$ cat config.mk
export PLATFORM = sky130hd
export DESIGN_NAME = bin_to_bcd_seq_flat
export DESIGN_NICKNAME = d
export VERILOG_FILES = /design/src/rtl/bin_to_bcd_seq_if.sv /design/src/rtl/bin_to_bcd_seq.sv /design/src/flat_wrapper.sv
export SDC_FILE = /design/constraint.sdc
export NUM_CORES = 1
export LEC_CHECK = 0
export ABC_AREA = 1
export BUFFER_PORTS_ARGS = -buffer_cell sky130_fd_sc_hd__buf_2
export CORE_MARGIN = 10
export CORE_UTILIZATION = 56
export CTS_BUF_LIST = sky130_fd_sc_hd__clkbuf_16
export CTS_CLUSTER_SIZE = 25
export DETAILED_ROUTE_END_ITERATION = 16
export GPL_ROUTABILITY_DRIVEN = 0
export GPL_TIMING_DRIVEN = 0
export PLACE_DENSITY_LB_ADDON = 0.3
export SYNTH_ARGS = -nofsm -noshare
export SYNTH_HDL_FRONTEND = slang
export SYNTH_SLANG_ARGS = --single-unit
$ cat constraint.sdc
create_clock -name clk -period 3.6 [get_ports clk]
set_input_delay 0.18 -clock clk [delete_from_list [all_inputs] [get_ports clk]]
set_output_delay 0.18 -clock clk [all_outputs]
set_load 0.01 [all_outputs]
$ cat src/rtl/bin_to_bcd_seq_if.sv
// rtl/bin_to_bcd_seq_if.sv - request/result bundle between a client and bin_to_bcd_seq
interface bin_to_bcd_seq_if #(
   parameter int BIN_W = 14
);
   logic             start;
   logic [BIN_W-1:0] bin;
   logic             busy;
   logic             done;
   logic [3:0]       ones;
   logic [3:0]       tens;
   logic [3:0]       hundreds;
   logic [3:0]       thousands;
   logic             overflow;

   modport master (
      output start, bin,
      input  busy, done, ones, tens, hundreds, thousands, overflow
   );

   modport slave (
      input  start, bin,
      output busy, done, ones, tens, hundreds, thousands, overflow
   );
endinterface

$ cat src/rtl/bin_to_bcd_seq.sv
// rtl/bin_to_bcd_seq.sv - one-bit-per-clock double-dabble to four BCD digits; BCD_SATURATE_EN clamps to 9999
module bin_to_bcd_seq #(
   parameter int BIN_W = 14,
   parameter int CNT_W = 4
) (
   input logic            clk,
   input logic            rst,
   bin_to_bcd_seq_if.slave bus
);
   typedef enum logic [1:0] {
      IDLE,
      SHIFT,
      DONE
   } state_t;

   state_t             state;
   state_t             state_next;
   logic [19:0]        bcd;
   logic [BIN_W-1:0]   bin_sh;
   logic [CNT_W-1:0]   cnt;
   logic [15:0]        digits_q;
   logic               ovf_q;

   logic [19:0]        bcd_adj;
   logic [19:0]        bcd_next;
   logic [BIN_W-1:0]   bin_next;
   logic               last_iter;
   logic               ovf_next;
   logic [15:0]        digits_next;
   logic               busy_c;
   logic               done_c;

   always_comb begin
      bcd_adj = bcd;
      for (int i = 0; i < 5; i++) begin
         if (bcd[4*i +: 4] >= 4'd5) begin
            bcd_adj[4*i +: 4] = bcd[4*i +: 4] + 4'd3;
         end
      end
   end

   assign bcd_next  = {bcd_adj[18:0], bin_sh[BIN_W-1]};
   assign bin_next  = {bin_sh[BIN_W-2:0], 1'b0};
   assign last_iter = (cnt == CNT_W'(BIN_W - 1));

   // A carry out of the top nibble cannot occur for legal widths, but would also mean out of range.
   assign ovf_next = (bcd_next[19:16] != 4'd0) || bcd_adj[19];

`ifdef BCD_SATURATE_EN
   assign digits_next = ovf_next ? 16'h9999 : bcd_next[15:0];
`else
   assign digits_next = bcd_next[15:0];
`endif

   always_comb begin
      state_next = state;
      busy_c     = 1'b0;
      done_c     = 1'b0;
      case (state)
         IDLE: begin
            if (bus.start) begin
               state_next = SHIFT;
            end
         end
         SHIFT: begin
            busy_c = 1'b1;
            if (last_iter) begin
               state_next = DONE;
            end
         end
         DONE: begin
            busy_c     = 1'b1;
            done_c     = 1'b1;
            state_next = IDLE;
         end
         default: begin
            state_next = IDLE;
         end
      endcase
   end

   // Results are captured on the final shift edge so they are already valid while done is high.
   always_ff @(posedge clk) begin
      if (!rst) begin
         state    <= IDLE;
         bcd      <= '0;
         bin_sh   <= '0;
         cnt      <= '0;
         digits_q <= '0;
         ovf_q    <= 1'b0;
      end else begin
         state <= state_next;
         case (state)
            IDLE: begin
               if (bus.start) begin
                  bin_sh <= bus.bin;
                  bcd    <= '0;
                  cnt    <= '0;
               end
            end
            SHIFT: begin
               bcd    <= bcd_next;
               bin_sh <= bin_next;
               cnt    <= cnt + CNT_W'(1);
               if (last_iter) begin
                  digits_q <= digits_next;
                  ovf_q    <= ovf_next;
               end
            end
            default: begin
            end
         endcase
      end
   end

   assign bus.busy      = busy_c;
   assign bus.done      = done_c;
   assign bus.thousands = digits_q[15:12];
   assign bus.hundreds  = digits_q[11:8];
   assign bus.tens      = digits_q[7:4];
   assign bus.ones      = digits_q[3:0];
   assign bus.overflow  = ovf_q;
endmodule

$ cat src/flat_wrapper.sv
// flat-port wrapper written by rule: the top's interface ports become plain ports
module bin_to_bcd_seq_flat 
#(
   parameter int BIN_W = 14,
   parameter int CNT_W = 4
)
  (clk, rst, bus_start, bus_bin, bus_busy, bus_done, bus_ones, bus_tens, bus_hundreds, bus_thousands, bus_overflow);
  bin_to_bcd_seq_if #(.BIN_W(BIN_W)) bus_i ();
  input logic clk;
  input logic rst;
  input wire logic [$bits(bus_i.start)-1:0] bus_start;
  input wire logic [$bits(bus_i.bin)-1:0] bus_bin;
  output wire logic [$bits(bus_i.busy)-1:0] bus_busy;
  output wire logic [$bits(bus_i.done)-1:0] bus_done;
  output wire logic [$bits(bus_i.ones)-1:0] bus_ones;
  output wire logic [$bits(bus_i.tens)-1:0] bus_tens;
  output wire logic [$bits(bus_i.hundreds)-1:0] bus_hundreds;
  output wire logic [$bits(bus_i.thousands)-1:0] bus_thousands;
  output wire logic [$bits(bus_i.overflow)-1:0] bus_overflow;
  assign bus_i.start = bus_start;
  assign bus_i.bin = bus_bin;
  assign bus_busy = bus_i.busy;
  assign bus_done = bus_i.done;
  assign bus_ones = bus_i.ones;
  assign bus_tens = bus_i.tens;
  assign bus_hundreds = bus_i.hundreds;
  assign bus_thousands = bus_i.thousands;
  assign bus_overflow = bus_i.overflow;
  bin_to_bcd_seq #(.BIN_W(BIN_W), .CNT_W(CNT_W)) u_core (.clk(clk), .rst(rst), .bus(bus_i));
endmodule
# Word level (Yosys, flattened, before mapping)
# Cells that the tools add are included.
word_totals:
  output_inout_bits: 19
  mem_bits_rw: 0
  word_cells: 46
  n_memories: 0
  romBits: 0
  in_bits: 17
  latch_bits: 0
  ff_bits: 57
classes:
  mul: 0
  n_mux: 16
  bitwise: 0
  div_mod_pow: 0
  magnitude_cmp: 5
  reduce_logical: 8
  shift: 0
  eq_ne: 5
  addsub: 6
ops:
  columns: ["operator", "n"]
  rows:
  - ["one-hot mux 20 bit (2 select lines)", 1]
  - ["one-hot mux 14 bit (2 select lines)", 1]
  - ["2-to-1 mux 4 bit", 6]
  - ["adder 4 x 2 -> 4 bit, second input constant", 5]
  - [">= comparator 4 x 3 -> 1 bit, second input constant", 5]
  - ["2-to-1 mux 20 bit", 1]
  - ["2-to-1 mux 14 bit", 1]
  - ["one-hot mux 4 bit (2 select lines)", 1]
  - ["AND reduction 2 bit", 3]
  - ["adder 4 x 1 -> 4 bit, second input constant", 1]
  - ["== test 4 bit, second input constant", 1]
  - ["2-to-1 mux 2 bit", 2]
  - ["one-hot mux 2 bit (2 select lines)", 1]
  - ["nonzero test 4 bit", 1]
  - ["== test 2 x 1 -> 1 bit, second input constant", 1]
  - ["== test 2 bit, second input constant", 1]
  - ["zero test 2 bit", 1]
  - ["2-to-1 mux 1 bit", 2]
  - ["!= test 2 x 1 -> 1 bit, second input constant", 1]
  - ["!= test 2 bit, second input constant", 1]
  - ["nonzero test 2 bit", 1]
  - ["OR reduction 2 bit", 1]
  - ["logical OR 1 bit", 1]

# Depth between registers and ports, before layout
logic_depth:
  ltp_word: 4
  mapped_depth: 11
  ltp_nobuf: 11

# Worst setup path before layout
# No wires, ideal clock.
synth_path:
  kind: "register to register"
  startpoint: "reg u_core.state[0]"
  endpoint: "reg u_core.bin_sh[10]"
  path_slack_ps: 2268
  synth_period_minus_slack_ps: 1332
  path_buffers: 1
  setup_ps: 133
  path_stages_with_launch: 10
  arrival_ps: 1199
  cell_sequence: "dfxtp_1 inv_1 ha_1 nand2_1 nand2_2 nand2_2 inv_2 buf_6 nand2_1 a31oi_1"
synth_via:
  elab_chain_len: 3
  word_cells_on_any_way: 6
  cone_classes: "2 x eq/ne; 1 x mux; 3 x reduce/logical"
synth_lines:
  columns: ["item", "line_no", "rtl"]
  rows:
  - ["start, declared", "bin_to_bcd_seq.sv:16", "state_t state;"]
  - ["start signal, assigned", "bin_to_bcd_seq.sv:92", "state <= state_next;"]
  - ["== test 2 x 1 -> 1 bit or zero test 2 bit (tied branches)", "bin_to_bcd_seq.sv:93", "case (state)"]
  - ["nonzero test 2 bit (no line) or != test 2 bit (tied branches)", null, null]
  - ["AND reduction 2 bit (no line)", null, null]
  - ["end signal, assigned", "bin_to_bcd_seq.sv:96", "bin_sh <= bus.bin;"]
  - ["end signal, assigned", "bin_to_bcd_seq.sv:103", "bin_sh <= bin_next;"]
  - ["end, declared", "bin_to_bcd_seq.sv:19", "logic [BIN_W-1:0] bin_sh;"]
# Several ways; a longest one is shown, not always the timed one.
# A chain may end at the register's enable or synchronous reset.

# Worst setup path in the final report
layout_path:
  startpoint: "reg u_core.bcd[4]"
  endpoint: "reg u_core.bcd[5]"
layout_via:
  elab_chain_len: 3
  word_cells_on_any_way: 4
  cone_classes: "1 x add/sub; 1 x order compare; 2 x mux"
layout_lines:
  columns: ["item", "line_no", "rtl"]
  rows:
  - ["start, declared", "bin_to_bcd_seq.sv:18", "logic [19:0] bcd;"]
  - ["start signal, assigned", "bin_to_bcd_seq.sv:102", "bcd <= bcd_next;"]
  - ["adder 4 x 2 -> 4 bit or >= comparator 4 x 3 -> 1 bit (tied branches)", "bin_to_bcd_seq.sv:37, bin_to_bcd_seq.sv:36", null]
  - ["2-to-1 mux 4 bit (*)", "bin_to_bcd_seq.sv:36", "if (bcd[4*i +: 4] >= 4'd5) begin"]
  - ["one-hot mux 20 bit (2 select lines) (*)", "bin_to_bcd_seq.sv:93", null]
# Every way passes the cells marked *; elsewhere a longest branch is shown, timed or not.

==> impl_metrics.py <==
metrics = {
    "worst_hold_path": {
        "holdPathStages": 3,
        "holdPathEnd": "u_core.bin_sh[0]",
        "hold_start": "bus_bin[0]",
        "holdCritPathClass": "input pin to flop",
    },
    "grt": {
        "grt_overflow": 0,
        "grt_pass1_wl_mm": 12.1,
        "grt_use_total": 0.178,
        "grt_pass1_vias": 2696,
        "antenna_found_initial": 0,
        "grt_max_degree": 11,
    },
    "clock_tree": {
        "path_clk_slew_ns": 0.05,
        "post_cts_buffers": 0,
        "cts_tree": "built",
        "numCtsBuffers": 9,
        "cts_resized": 0,
        "h-tree-depth": 3,
        "root_buffer": "clkbuf_16",
        "clk_latency_ns": 0.33,
        "cts_sinks": 57,
        "cts_hold_buf": 0,
        "cts_buffer_depth": 2,
    },
    "flow_run": {
        "maxCapViolations": 0,
    },
    "drt": {
        "drtIter0Drc": 246,
        "routed_wl_mm": 7.21,
        "wire_per_inst_um": 13.9,
        "routed-via-count": 2745,
        "ant_nets": 0,
        "viasPerCell": 5.29,
        "drc_errors": 0,
        "drt_first_pass_iters": 7,
    },
    "synthesis": {
        "post_synth.cell_area_avg_sq_um": 7.00,
        "synth-simple-area-share": 0.243,
        "yosysSeqAreaShare": 0.406,
        "synth_top_family_by_area": "simple AND/OR/NAND/NOR gates",
        "syn-cell-area_sq_um": 2810,
        "synth_xor_xnor_area_share": 0.00936,
        "synth_adder_area_share": 0.0668,
        "syn-instance-count": 401,
        "synthDominantCellAreaShare": 0.406,
        "syn_nets": 433,
        "ys_top_cells_by_area": "dfxtp_1 (41%), nand2_1 (15%), a21oi_1 (7.5%), ha_1 (6.7%), inv_1 (5.5%)",
        "yosys.area.top_type": "dfxtp_1",
        "synthMuxAreaShare": 0,
        "ys_types": 24,
        "ys_ff_latch": 57,
        "ys_warn_count": 0,
        "synth-compound-area-share": 0.176,
    },
    "sta": {
        "clock_skew_ns": 0.00486,
        "finalCritPeriodShare": 0.475,
        "fin_crit_ns": 1.71,
        "setup_tns_ns": 0,
        "slew_headroom": 0.582,
        "slew_viol_final": 0,
        "setup_viol": 0,
        "max_freq_mhz": 584,
        "worst_pin_slew_ns": 0.627,
        "grt_setup_unrepaired": "false",
        "hold_viol": 0,
    },
    "worst_setup_path": {
        "rr_startpoint": "u_core.bcd[4]",
        "worstPathArrival_ns": 1.96,
        "required_ns": 3.84,
        "critPathKind": "flop to flop",
        "reg2reg_to": "u_core.bcd[5]",
        "cp_max_fo": 6,
        "end_kind": "flop",
        "startpoint_type": "flop",
        "r2r_slack_ns": 1.89,
        "rr_worst_depth": 8,
    },
    "floorplanning": {
        "die_area_sq_um": 8250,
        "rows": 25,
        "fp.dieW_um": 90.8,
        "ios": 36,
        "start_util": 0.587,
        "coreArea_sq_um": 4790,
        "die_h_um": 90.8,
    },
    "cells_and_area": {
        "antenna_cells": 0,
        "fillers": 391,
        "layout_common_cells": "nand2_1 (112), dfxtp_1 (57), a21oi_1 (42), inv_1 (41), buf_2 (40)",
        "drive_above_1_share": 0.157,
        "fin_area_sq_um": 3400,
        "final_common_cell": "nand2_1",
        "area_delta_synth_final_pct": 21.1,
        "fin_nets": 479,
    },
    "power": {
        "peakVddDrop_mv": 0.427,
        "p_leak_nw": 1.58,
        "cellPowerDensity_nw_per_um2": 523,
    },
    "status": {
        "status": "finished, final reports clean",
    },
    "placement": {
        "port_buffers": 35,
        "place_area_sq_um": 3070,
        "dpl.hpwl_mm": 4.77,
    },
}
-- layer usage --
metal,vias up,global-route usage,part of all wire
met5,-,0,0
met4,0,0.0927,0.020
met3,18,0.0648,0.068
met2,99,0.302,0.48
met1,1246,0.190,0.44
li1,1382,-,-
-- through the flow --
stage,hold WS [ns],total power [W],instances,utilization,worst slack [ns]
final,0.105,0.00178,519,0.711,1.89
after global routing,0.130,0.00183,519,0.711,1.77
after detailed placement,0.447,0.000830,503,0.641,2.08
after floorplan,0.328,0.000784,401,-,2.27
after global placement,0.437,0.000826,503,0.641,2.10
after CTS,0.101,0.00178,519,0.711,1.93
-- cell usage after synthesis --
| master | count |
|---|---|
| buf_6 | 3 |
| xor2_1 | 3 |
| inv_2 | 7 |
| buf_4 | 2 |
| nor2_1 | 38 |
| ha_1 | 15 |
| o22ai_1 | 1 |
| a31oi_1 | 5 |
| nand3_1 | 18 |
| o211ai_1 | 4 |
| inv_1 | 41 |
| nand2_2 | 2 |
| dfxtp_1 | 57 |
| a22oi_1 | 8 |
| buf_2 | 5 |
| clkinv_1 | 1 |
| nand2_1 | 112 |
| a21oi_1 | 42 |
| nor2_4 | 1 |
| o21ai_0 | 9 |
| nor2_2 | 1 |
| a21o_1 | 2 |
| o21ai_1 | 19 |
| clkbuf_1 | 5 |
-- cell type report --
class	instances	area [sq um]	area share
multi-input cells	280	1390	0.409
flip-flops and latches	57	1140	0.336
clock buffers	9	225	0.0662
inverters	49	184	0.0541
repair buffers	35	175	0.0515
clock inverters	7	109	0.0320
plain buffers	15	92.6	0.0272
well taps	67	83.8	0.0247
-- flip-flops by register name, summed over array words and instances, names as in the netlist --
| name | flops |
|---|---|
| u_core.bcd | 20 |
| u_core.digits_q | 16 |
| u_core.bin_sh | 14 |
| u_core.cnt | 4 |
| u_core.state | 2 |
| u_core.bus.overflow | 1 |
-- worst max-delay path, stage by stage, from the launching register on --
cell	delay [ns]
dfxtp_1	0.43
inv_1	0.08
ha_1	0.21
inv_1	0.09
nand2_1	0.07
nand3_1	0.20
xor2_1	0.26
nand2_1	0.09
a21oi_1	0.17
-- report_power, final --
group          internal, W  switching, W
logic            0.0000533      0.000101
registers         0.000652     0.0000126
clock network     0.000668      0.000290
total              0.00137      0.000404
-- kinds of logic (layout without fill, tap and decap cells) --
kind of cell / Yosys count / in the layout
xor gates and xnor gates: 3 / 3
AOI/OAI and AO/OA: 90 / 90
buffers and inverters: 64 / 115
DFF: 57 / 57
and+or+nand+nor: 172 / 172
adders and majority gates: 15 / 15
-- how the worst max path moves through the flow --
stage | endpoint | from | slack [ns] | cells past startpoint
after global placement | u_core.digits_q[14] | u_core.state[1] | 2.10 | 8
after global routing | u_core.bcd[5] | u_core.bcd[4] | 1.77 | 8
final | u_core.bcd[5] | u_core.bcd[4] | 1.89 | 8
after floorplan | u_core.bin_sh[10] | u_core.state[0] | 2.27 | 9
after detailed placement | u_core.bin_sh[10] | u_core.state[0] | 2.08 | 9
after CTS | u_core.bcd[5] | u_core.bcd[4] | 1.93 | 8
Note: power is estimated with default switching activity, not from simulation.
